## config.mk

```make
export PLATFORM = sky130hd
export DESIGN_NAME = fetch_sequencer
export DESIGN_NICKNAME = d
export VERILOG_FILES = /design/src/rtl/fetch_pkg.sv /design/src/rtl/fetch_next_pc.sv /design/src/rtl/fetch_sequencer.sv
export SDC_FILE = /design/constraint.sdc
export NUM_CORES = 1
export LEC_CHECK = 0
export BUFFER_PORTS_ARGS = -buffer_cell sky130_fd_sc_hd__buf_2
export CAP_MARGIN = 30
export CORE_AREA = 5 5 143 145
export DETAILED_ROUTE_END_ITERATION = 7
export DIE_AREA = 0 0 148 150
export GPL_ROUTABILITY_DRIVEN = 1
export PLACE_DENSITY = 0.73
export SYNTH_ARGS = -nofsm -noshare
export SYNTH_HDL_FRONTEND = slang
export SYNTH_SLANG_ARGS = --single-unit
```

## constraint.sdc

```tcl
create_clock -name clk -period 3 [get_ports clk]
set_input_delay 0.15 -clock clk [delete_from_list [all_inputs] [get_ports clk]]
set_output_delay 0.15 -clock clk [all_outputs]
set_load 0.01 [all_outputs]
```

## src/rtl/fetch_pkg.sv

```systemverilog
// Shared types and constants for the instruction fetch sequencer.
package fetch_pkg;

  localparam int INS_W = 32;

  localparam logic [INS_W-1:0] NOP_INS_DEF      = '0;
  localparam logic [INS_W-1:0] RESET_VECTOR_DEF = '0;

  typedef enum logic [1:0] {
    IDLE  = 2'd0,
    FETCH = 2'd1,
    HOLD  = 2'd2,
    DRAIN = 2'd3
  } fetch_state_e;

endpackage

```

## src/rtl/fetch_next_pc.sv

```systemverilog
// Redirect priority (jump over branch) and sequential next-address adder.
module fetch_next_pc
  import fetch_pkg::*;
(
  input  logic             jump,
  input  logic [INS_W-1:0] jump_addr,
  input  logic             branch_taken,
  input  logic [INS_W-1:0] branch_addr,
  input  logic [INS_W-1:0] req_addr,
  output logic             redirect,
  output logic [INS_W-1:0] target,
  output logic [INS_W-1:0] seq_addr
);

  assign redirect = jump | branch_taken;
  assign target   = jump ? jump_addr : branch_addr;
  // Wraps modulo 2^32 by construction.
  assign seq_addr = req_addr + INS_W'(4);

endmodule

```

## src/rtl/fetch_sequencer.sv

```systemverilog
// IF-stage controller: PC select, imem req/ready handshake and IF/ID register
// with stall hold and redirect flush.
//
//   state | meaning
//   IDLE  | one cycle after reset, no request yet
//   FETCH | request at req_addr outstanding, data is used on accept
//   HOLD  | word accepted during stall, parked in hold buffer, no request
//   DRAIN | redirected while a request was pending, its data is dropped
module fetch_sequencer
  import fetch_pkg::*;
#(
  parameter logic [INS_W-1:0] RESET_VECTOR = RESET_VECTOR_DEF,
  parameter logic [INS_W-1:0] NOP_INS      = NOP_INS_DEF
)
(
  input  logic             clk,
  input  logic             rst,
  input  logic             stall,
  input  logic             branch_taken,
  input  logic [INS_W-1:0] branch_addr,
  input  logic             jump,
  input  logic [INS_W-1:0] jump_addr,
  output logic             imem_req,
  output logic [INS_W-1:0] imem_addr,
  input  logic             imem_ready,
  input  logic [INS_W-1:0] imem_rdata,
  output logic             ifid_valid,
  output logic [INS_W-1:0] ifid_pc,
  output logic [INS_W-1:0] ifid_ins
);

  fetch_state_e     state;
  logic [INS_W-1:0] pc;
  logic [INS_W-1:0] req_addr;
  logic [INS_W-1:0] hold_pc;
  logic [INS_W-1:0] hold_ins;
  logic             redirect;
  logic [INS_W-1:0] target;
  logic [INS_W-1:0] seq_addr;
  logic             accept;

  fetch_next_pc u_next_pc (
    .jump         (jump),
    .jump_addr    (jump_addr),
    .branch_taken (branch_taken),
    .branch_addr  (branch_addr),
    .req_addr     (req_addr),
    .redirect     (redirect),
    .target       (target),
    .seq_addr     (seq_addr)
  );

  assign accept    = imem_req & imem_ready;
  assign imem_addr = req_addr;

  always_ff @(posedge clk) begin
    if (rst) begin
      state      <= IDLE;
      pc         <= RESET_VECTOR;
      req_addr   <= RESET_VECTOR;
      hold_pc    <= '0;
      hold_ins   <= NOP_INS;
      imem_req   <= 1'b0;
      ifid_valid <= 1'b0;
      ifid_pc    <= '0;
      ifid_ins   <= NOP_INS;
    end else begin
      // Flush wins over stall; later state-specific assignments never touch IF/ID on redirect.
      if (redirect) begin
        ifid_valid <= 1'b0;
        ifid_ins   <= NOP_INS;
        pc         <= target;
      end
      case (state)
        IDLE: begin
          state    <= FETCH;
          imem_req <= 1'b1;
          req_addr <= redirect ? target : pc;
        end
        FETCH: begin
          if (redirect) begin
            if (accept) req_addr <= target;
            else        state    <= DRAIN;
          end else if (accept) begin
            if (stall) begin
              hold_pc  <= seq_addr;
              hold_ins <= imem_rdata;
              pc       <= seq_addr;
              imem_req <= 1'b0;
              state    <= HOLD;
            end else begin
              ifid_valid <= 1'b1;
              ifid_pc    <= seq_addr;
              ifid_ins   <= imem_rdata;
              pc         <= seq_addr;
              req_addr   <= seq_addr;
            end
          end
        end
        DRAIN: begin
          if (accept) begin
            req_addr <= redirect ? target : pc;
            state    <= FETCH;
          end
        end
        HOLD: begin
          if (redirect) begin
            req_addr <= target;
            imem_req <= 1'b1;
            state    <= FETCH;
          end else if (!stall) begin
            ifid_valid <= 1'b1;
            ifid_pc    <= hold_pc;
            ifid_ins   <= hold_ins;
            req_addr   <= pc;
            imem_req   <= 1'b1;
            state      <= FETCH;
          end
        end
        default: begin
          state    <= IDLE;
          imem_req <= 1'b0;
        end
      endcase
    end
  end

endmodule
```

After elaboration in Yosys (flattened, before gate mapping)
Index checks and enable logic that the tools add are counted.
- register bits: 196
- input port bits: 102
- add/subtract/negate cells: 1
- eq/ne operators: 15
- muxes and demuxes: 44
- bitwise operators: 3
- reduce and logical (&&, ||, !) cells: 8
- operators with widths (cell ; count):
    32-bit two-way mux ; 21
    32-bit case mux with 2 select lines ; 2
    32-bit case mux with 4 select lines ; 1
    32-bit by 3-bit adder with 32-bit output (second input constant) ; 1
    3-bit != test (second input constant) ; 5
    2-bit two-way mux ; 7
    2-bit != test (second input constant) ; 7
    1-bit two-way mux ; 10
    5-bit AND reduction ; 2
    2-bit case mux with 4 select lines ; 1
    4-bit AND reduction ; 2
    6-bit AND reduction ; 1
    2-bit == test (second input constant) ; 2
    1-bit case mux with 3 select lines ; 1
    3-bit nonzero test ; 1
    2-bit by 1-bit == test with 1-bit output (second input constant) ; 1
    2-bit logical NOT ; 1
    1-bit case mux with 2 select lines ; 1
    2-bit nonzero test ; 1
    1-bit bitwise AND ; 1
    1-bit NOT ; 1
    1-bit bitwise OR ; 1

Logic depth before layout (Yosys ltp)
- depth in word-level cells: 6
- gate-level depth with buffers: 10
- depth with buffers taken out: 7

Hierarchy
From an unflattened synthesis, not the netlist that was laid out.
- cell total of the unflattened synthesis: 1098
- area total of the unflattened synthesis: 9547.9 sq um
- by module, submodules not included (module ; times used ; cells an instance ; area each (sq um)):
    fetch_sequencer ; 1 ; 978 ; 8585.7
    fetch_next_pc ; 1 ; 120 ; 962.2

Worst setup path before layout
OpenSTA, ideal clock, no wires.
- kind: register to register
- from: register state[0]
- to: register ifid_pc[15]
- library setup time: 138 ps
- data arrival time: 1874 ps
- required time: 2862 ps
- slack: 988 ps
- cell stages (with the launch flop): 9
- buffers on the path: 1
- period minus slack after synthesis: 2012 ps
- cell sequence: dfxtp_1 -> inv_1 -> ha_1 -> nor2b_1 -> o21ai_1 -> nor2_1 -> nand2_1 -> clkbuf_1 -> o221ai_1
- word-level cells in the longest chain between the ends: 3
- RTL lines (what ; RTL line ; RTL):
    from (decl) ; fetch_sequencer.sv:32 ; fetch_state_e state;
    from (signal assigned) ; fetch_sequencer.sv:58 ; state <= IDLE;
    from (signal assigned) ; fetch_sequencer.sv:76 ; state <= FETCH;
    from (signal assigned) ; fetch_sequencer.sv:83 ; else state <= DRAIN;
    2-bit == test or 2-bit by 1-bit == test with 1-bit output (tied branches) ; fetch_sequencer.sv:74 ; case (state)
    2-bit != test (no line) or 2-bit nonzero test (tied branches) ; - ;
    6-bit AND reduction (no line) ; - ;
    to (signal assigned) ; fetch_sequencer.sv:93 ; ifid_pc <= seq_addr;
    to (signal assigned) ; fetch_sequencer.sv:113 ; ifid_pc <= hold_pc;
    to (decl) ; fetch_sequencer.sv:28 ; output logic [INS_W-1:0] ifid_pc,
Several ways; a longest one is shown, not always the timed one.
A chain may end at the register's enable or synchronous reset.

Worst setup path after layout
- from: register req_addr[4] (netlist: imem_addr[4])
- to: register pc[25]
- word-level cells in the longest chain between the ends: 4
- RTL lines (what ; RTL line ; RTL):
    from (decl) ; fetch_sequencer.sv:34 ; logic [INS_W-1:0] req_addr;
    from (signal assigned) ; fetch_sequencer.sv:78 ; req_addr <= redirect ? target : pc;
    from (signal assigned) ; fetch_sequencer.sv:82 ; if (accept) req_addr <= target;
    from (signal assigned) ; fetch_sequencer.sv:96 ; req_addr <= seq_addr;
    32-bit by 3-bit adder with 32-bit output ; fetch_next_pc.sv:18 ; assign seq_addr = req_addr + INS_W'(4);
    32-bit two-way mux ; fetch_sequencer.sv:84 ; end else if (accept) begin
    32-bit two-way mux ; fetch_sequencer.sv:81 ; if (redirect) begin
    32-bit two-way mux ; fetch_sequencer.sv:74 ;
    to (signal assigned) ; fetch_sequencer.sv:72 ; pc <= target;
    to (signal assigned) ; fetch_sequencer.sv:88 ; pc <= seq_addr;
    to (signal assigned) ; fetch_sequencer.sv:95 ; pc <= seq_addr;
    to (decl) ; fetch_sequencer.sv:33 ; logic [INS_W-1:0] pc;
Every way passes these cells.

==> reports/qor.log <==
[timing] final-report setup violation count 0
[synth] nets in the synthesized netlist 1271
[routing] via-per-instance ratio 6.07
[critical_path] critical path capture point type flop
[die] number of placement rows 51
[synth] Post-synth EDFFs 0
[synth] fraction of registers with async set/reset 0%
[power_and_ir_drop] overall power 6.25 mW
[routing] Starting DRT DRC Count 965
[clock_network] clock tree from TritonCTS done
[timing] worst hold margin 5.78 ps
[power_and_ir_drop] Static Leak 4.41 nW
[power_and_ir_drop] reported net switching power 2.02 mW
[timing] number of hold violations in the final report 0
[layout] antenna diode instance count 0
[placed_design] number of buffers added on ports 199
[synth] total of flip-flops plus latches after synthesis 196
[critical_path] maximum single-stage delay on the critical path 560 ps
[synth] prevailing post-synth register cell sky130_fd_sc_hd__dfxtp_1
[clock_network] post_cts resized 0
[timing] transition time of the tightest slew-check pin 746 ps
[outcome] result of the run finished clean
[hold_path] class of the worst hold path in2reg
[power_and_ir_drop] register share of total power 45.6%
[critical_path] WP data arrival 2790 ps
[placed_design] post-placement worst setup slack 607 ps
[layout] highest-count cells in the layout ignoring fill and taps sky130_fd_sc_hd__buf_2 (198), sky130_fd_sc_hd__nand2_1 (197), sky130_fd_sc_hd__dfxtp_1 (196)
[layout] most common cell after layout, fill and taps aside sky130_fd_sc_hd__buf_2
[critical_path] register-to-register setup slack 520 ps
[critical_path] cell breakdown of the critical path and4_1 -> and4_1 -> nand4_1 -> xor2_1 -> o221ai_1
[grt] number of antenna violations at the first check in global routing 0
[critical_path] Worst path slowest cell sky130_fd_sc_hd__xor2_1
[layout] synthesis-to-finish area growth 23.0%
[flow_run] number of maximum-capacitance violations 0
[placed_design] HPWL reported at the end of detailed placement 21400 µm
[die] CORE AREA 19100 µm²
[routing] met1 routed wirelength after detailed routing 12500 µm
[die] starting density of the core 48.5%
[routing] vias 9659
[clock_network] clock transition at the registers of the reported paths 80 ps
[synth] count of unique library cells instantiated by Yosys 60
[grt] number of global-route vias before repair 9166
[routing] Detail Route Antenna Nets 0
[grt] global-route wire length before repair 48700 µm
[layout] Layout Utilization 59.7%
[clock_network] clock buffers created by TritonCTS 17
[critical_path] required time of the critical path 3310 ps
[layout] NumNets Final 1448
[layout] final standard cell area without fillers 11400 µm²
[synth] Syn Inst Count 1164
[clock_network] number of buffers inserted by post-CTS setup repair 0
[critical_path] cell repeated most along the worst path sky130_fd_sc_hd__and4_1
[routing] routed wirelength normalized by instance count 19.7 µm
[timing] Clock Skew 13.2 ps
[die] die width 148 µm
[synth] Ys Warns 0
[layout] post-route insts no fill 1592
[power_and_ir_drop] switching power as a share of total power 32.3%
[power_and_ir_drop] internal cell power 4.23 mW
[die] I/O pin cnt 200
[timing] setup repair after global routing missed its margin no
[timing] TNS Setup 0 ps
[timing] Final min period 2480 ps
[grt] largest net degree at the start of global routing 87
[timing] crit path setup slack, layout 519 ps
[timing] final max-slew violation count 0
[routing] amount of wire on met3 after detailed routing 2440 µm
[critical_path] top cell family by delay on the critical path simple AND/OR/NAND/NOR gates
[routing] met2 wire len 14500 µm
[critical_path] biggest fanout along the worst timing path 9
[die] height of the die 150 µm
[routing] final routed DRC violation total 0
[clock_network] root buffer cell sky130_fd_sc_hd__clkbuf_16
[clock_network] maximum buffer depth of the clock tree 2
[layout] proportion of layout cells with a drive suffix above 1 20.7%
[routing] 1st-pass router iterations 6
[clock_network] later-pin clock latency in the skew report 450 ps
[critical_path] buffers and inverters on the worst path 0
[routing] total wire length 31300 µm
[power_and_ir_drop] part of the power in combinational logic 15.6%
[synth] cell area after technology mapping 9250 µm²
[die] DIE AREA 22200 µm²
[placed_design] placed instance area 10400 µm²
[critical_path] crit path kind reg2reg
[grt] total congestion overflow 0
[power_and_ir_drop] largest voltage drop on the vdd net 0.452 mV
[grt] GRT Total Usage 27.4%
[timing] worst relative slew slack 49.9%
[synth] synthesized area per cell 7.95 µm²
[power_and_ir_drop] clock share of power 38.8%
[power_and_ir_drop] areal power density over the cells 549 nW/µm²
[placed_design] Final Wtd Congestion 0.964
[critical_path] CP startpoint kind flop
[timing] achievable frequency 403 MHz
[placed_design] number of placed instances with taps included 1526
[clock_network] number of H-tree levels 4
[synth] sequential area share after synthesis 42.4%
[clock_network] TritonCTS sink count 196
[timing] final clock period utilization by the worst path 82.7%
[routing] Highest Signal Layer met4
## sequential cells by signal, summed over array words and instances (netlist names)
signal,cells
ifid_ins,32
pc,32
hold_pc,32
imem_req,1
imem_addr,32
ifid_pc,32
hold_ins,32
ifid_valid,1
state,2
## metal layers
metal | global-route usage (%) | vias to the layer above
met5 | 0 | -
met4 | 16.6 | 0
met1 | 33.8 | 4496
met3 | 5.81 | 108
met2 | 44.1 | 458
li1 | - | 4597
## area by class of cell
cell class / count / area (µm²)
fill: 1708 / 7690
multi-input combinational: 849 / 4860
sequential: 196 / 3920
timing repair buffer: 264 / 1620
clock buffer: 17 / 425
tap: 238 / 298
clock inverter: 15 / 210
inverter: 13 / 48.8
## power by group through the flow
stage	Combinational (mW)	Clock, mW	Sequential [mW]
finish	0.974	2.42	2.85
CTS	0.959	2.44	2.84
global placement	0.911	0	2.90
detailed placement	0.920	0	2.90
global route	1.05	2.55	2.86
floorplan	0.537	0	2.88
## worst paths after layout
| check | to | depth (start not counted) | start |
|---|---|---|---|
| min | pc[7]$_SDFF_PP0_ | 3 | jump_addr[7] |
| min reg2reg | ifid_pc[5]$_SDFFE_PP0P_ | 2 | ifid_pc[5]$_SDFFE_PP0P_ |
| max | pc[25]$_SDFF_PP0_ | 5 | imem_addr[4]$_SDFFE_PP0P_ |
| max reg2reg | pc[25]$_SDFF_PP0_ | 5 | imem_addr[4]$_SDFFE_PP0P_ |
## timing repair
item,4_1_cts,5_1_grt
setup endpoints to repair,0,0
hold buffers,34,0
endpoints found under the hold margin,62,0
## synthesized netlist by cell type, drive strengths merged (3+ instances only)
| cell | number | area [µm²] |
|---|---|---|
| o21a | 13 | 97.6 |
| nor2b | 3 | 18.8 |
| ha | 5 | 62.6 |
| o211ai | 8 | 60.1 |
| o31ai | 3 | 22.5 |
| mux2i | 6 | 60.1 |
| o22ai | 6 | 37.5 |
| o21ai | 108 | 541 |
| buf | 28 | 143 |
| o221ai | 23 | 201 |
| xnor2 | 12 | 105 |
| o32ai | 3 | 26.3 |
| and4 | 13 | 119 |
| or4 | 3 | 26.3 |
| xor2 | 12 | 105 |
| nand4 | 38 | 274 |
| clkbuf | 78 | 293 |
| a211oi | 19 | 143 |
| o31a | 4 | 35.0 |
| nand2b | 12 | 75.1 |
| a311oi | 6 | 52.6 |
| o211a | 4 | 40.0 |
| a31oi | 20 | 125 |
| nor3b | 3 | 22.5 |
| nor2 | 69 | 259 |
| dfxtp | 196 | 3920 |
| a22oi | 53 | 398 |
| inv | 12 | 45.0 |
| nand3 | 17 | 90.1 |
| and2 | 12 | 75.1 |
| nor3 | 25 | 125 |
| nand2 | 197 | 739 |
| and3 | 12 | 75.1 |
| a221o | 4 | 40.0 |
| o311ai | 3 | 26.3 |
| a21oi | 105 | 526 |
| a221oi | 5 | 43.8 |
| nor4 | 7 | 43.8 |
## cell families (layout without fill, tap and decap cells)
kind of cell / count (synthesis) / count (layout) / synth area share [%]
AO/OA/AOI/OAI: 398 / 398 / 27.3
XOR/XNOR: 24 / 24 / 2.27
multiplexers: 6 / 6 / 0.649
flip-flops: 196 / 196 / 42.4
AND/OR/NAND/NOR: 416 / 416 / 21.5
buffers and inverters: 119 / 309 / 5.23
adder cells (fa/ha/maj): 5 / 5 / 0.676
## worst register-to-register path, stage by stage (launching register included)
cell and delay (ps):
sky130_fd_sc_hd__dfxtp_1 500, sky130_fd_sc_hd__and4_1 400, sky130_fd_sc_hd__and4_1 510, sky130_fd_sc_hd__nand4_1 180, sky130_fd_sc_hd__xor2_1 560, sky130_fd_sc_hd__o221ai_1 200
Note: power is estimated with default switching activity, not from simulation.
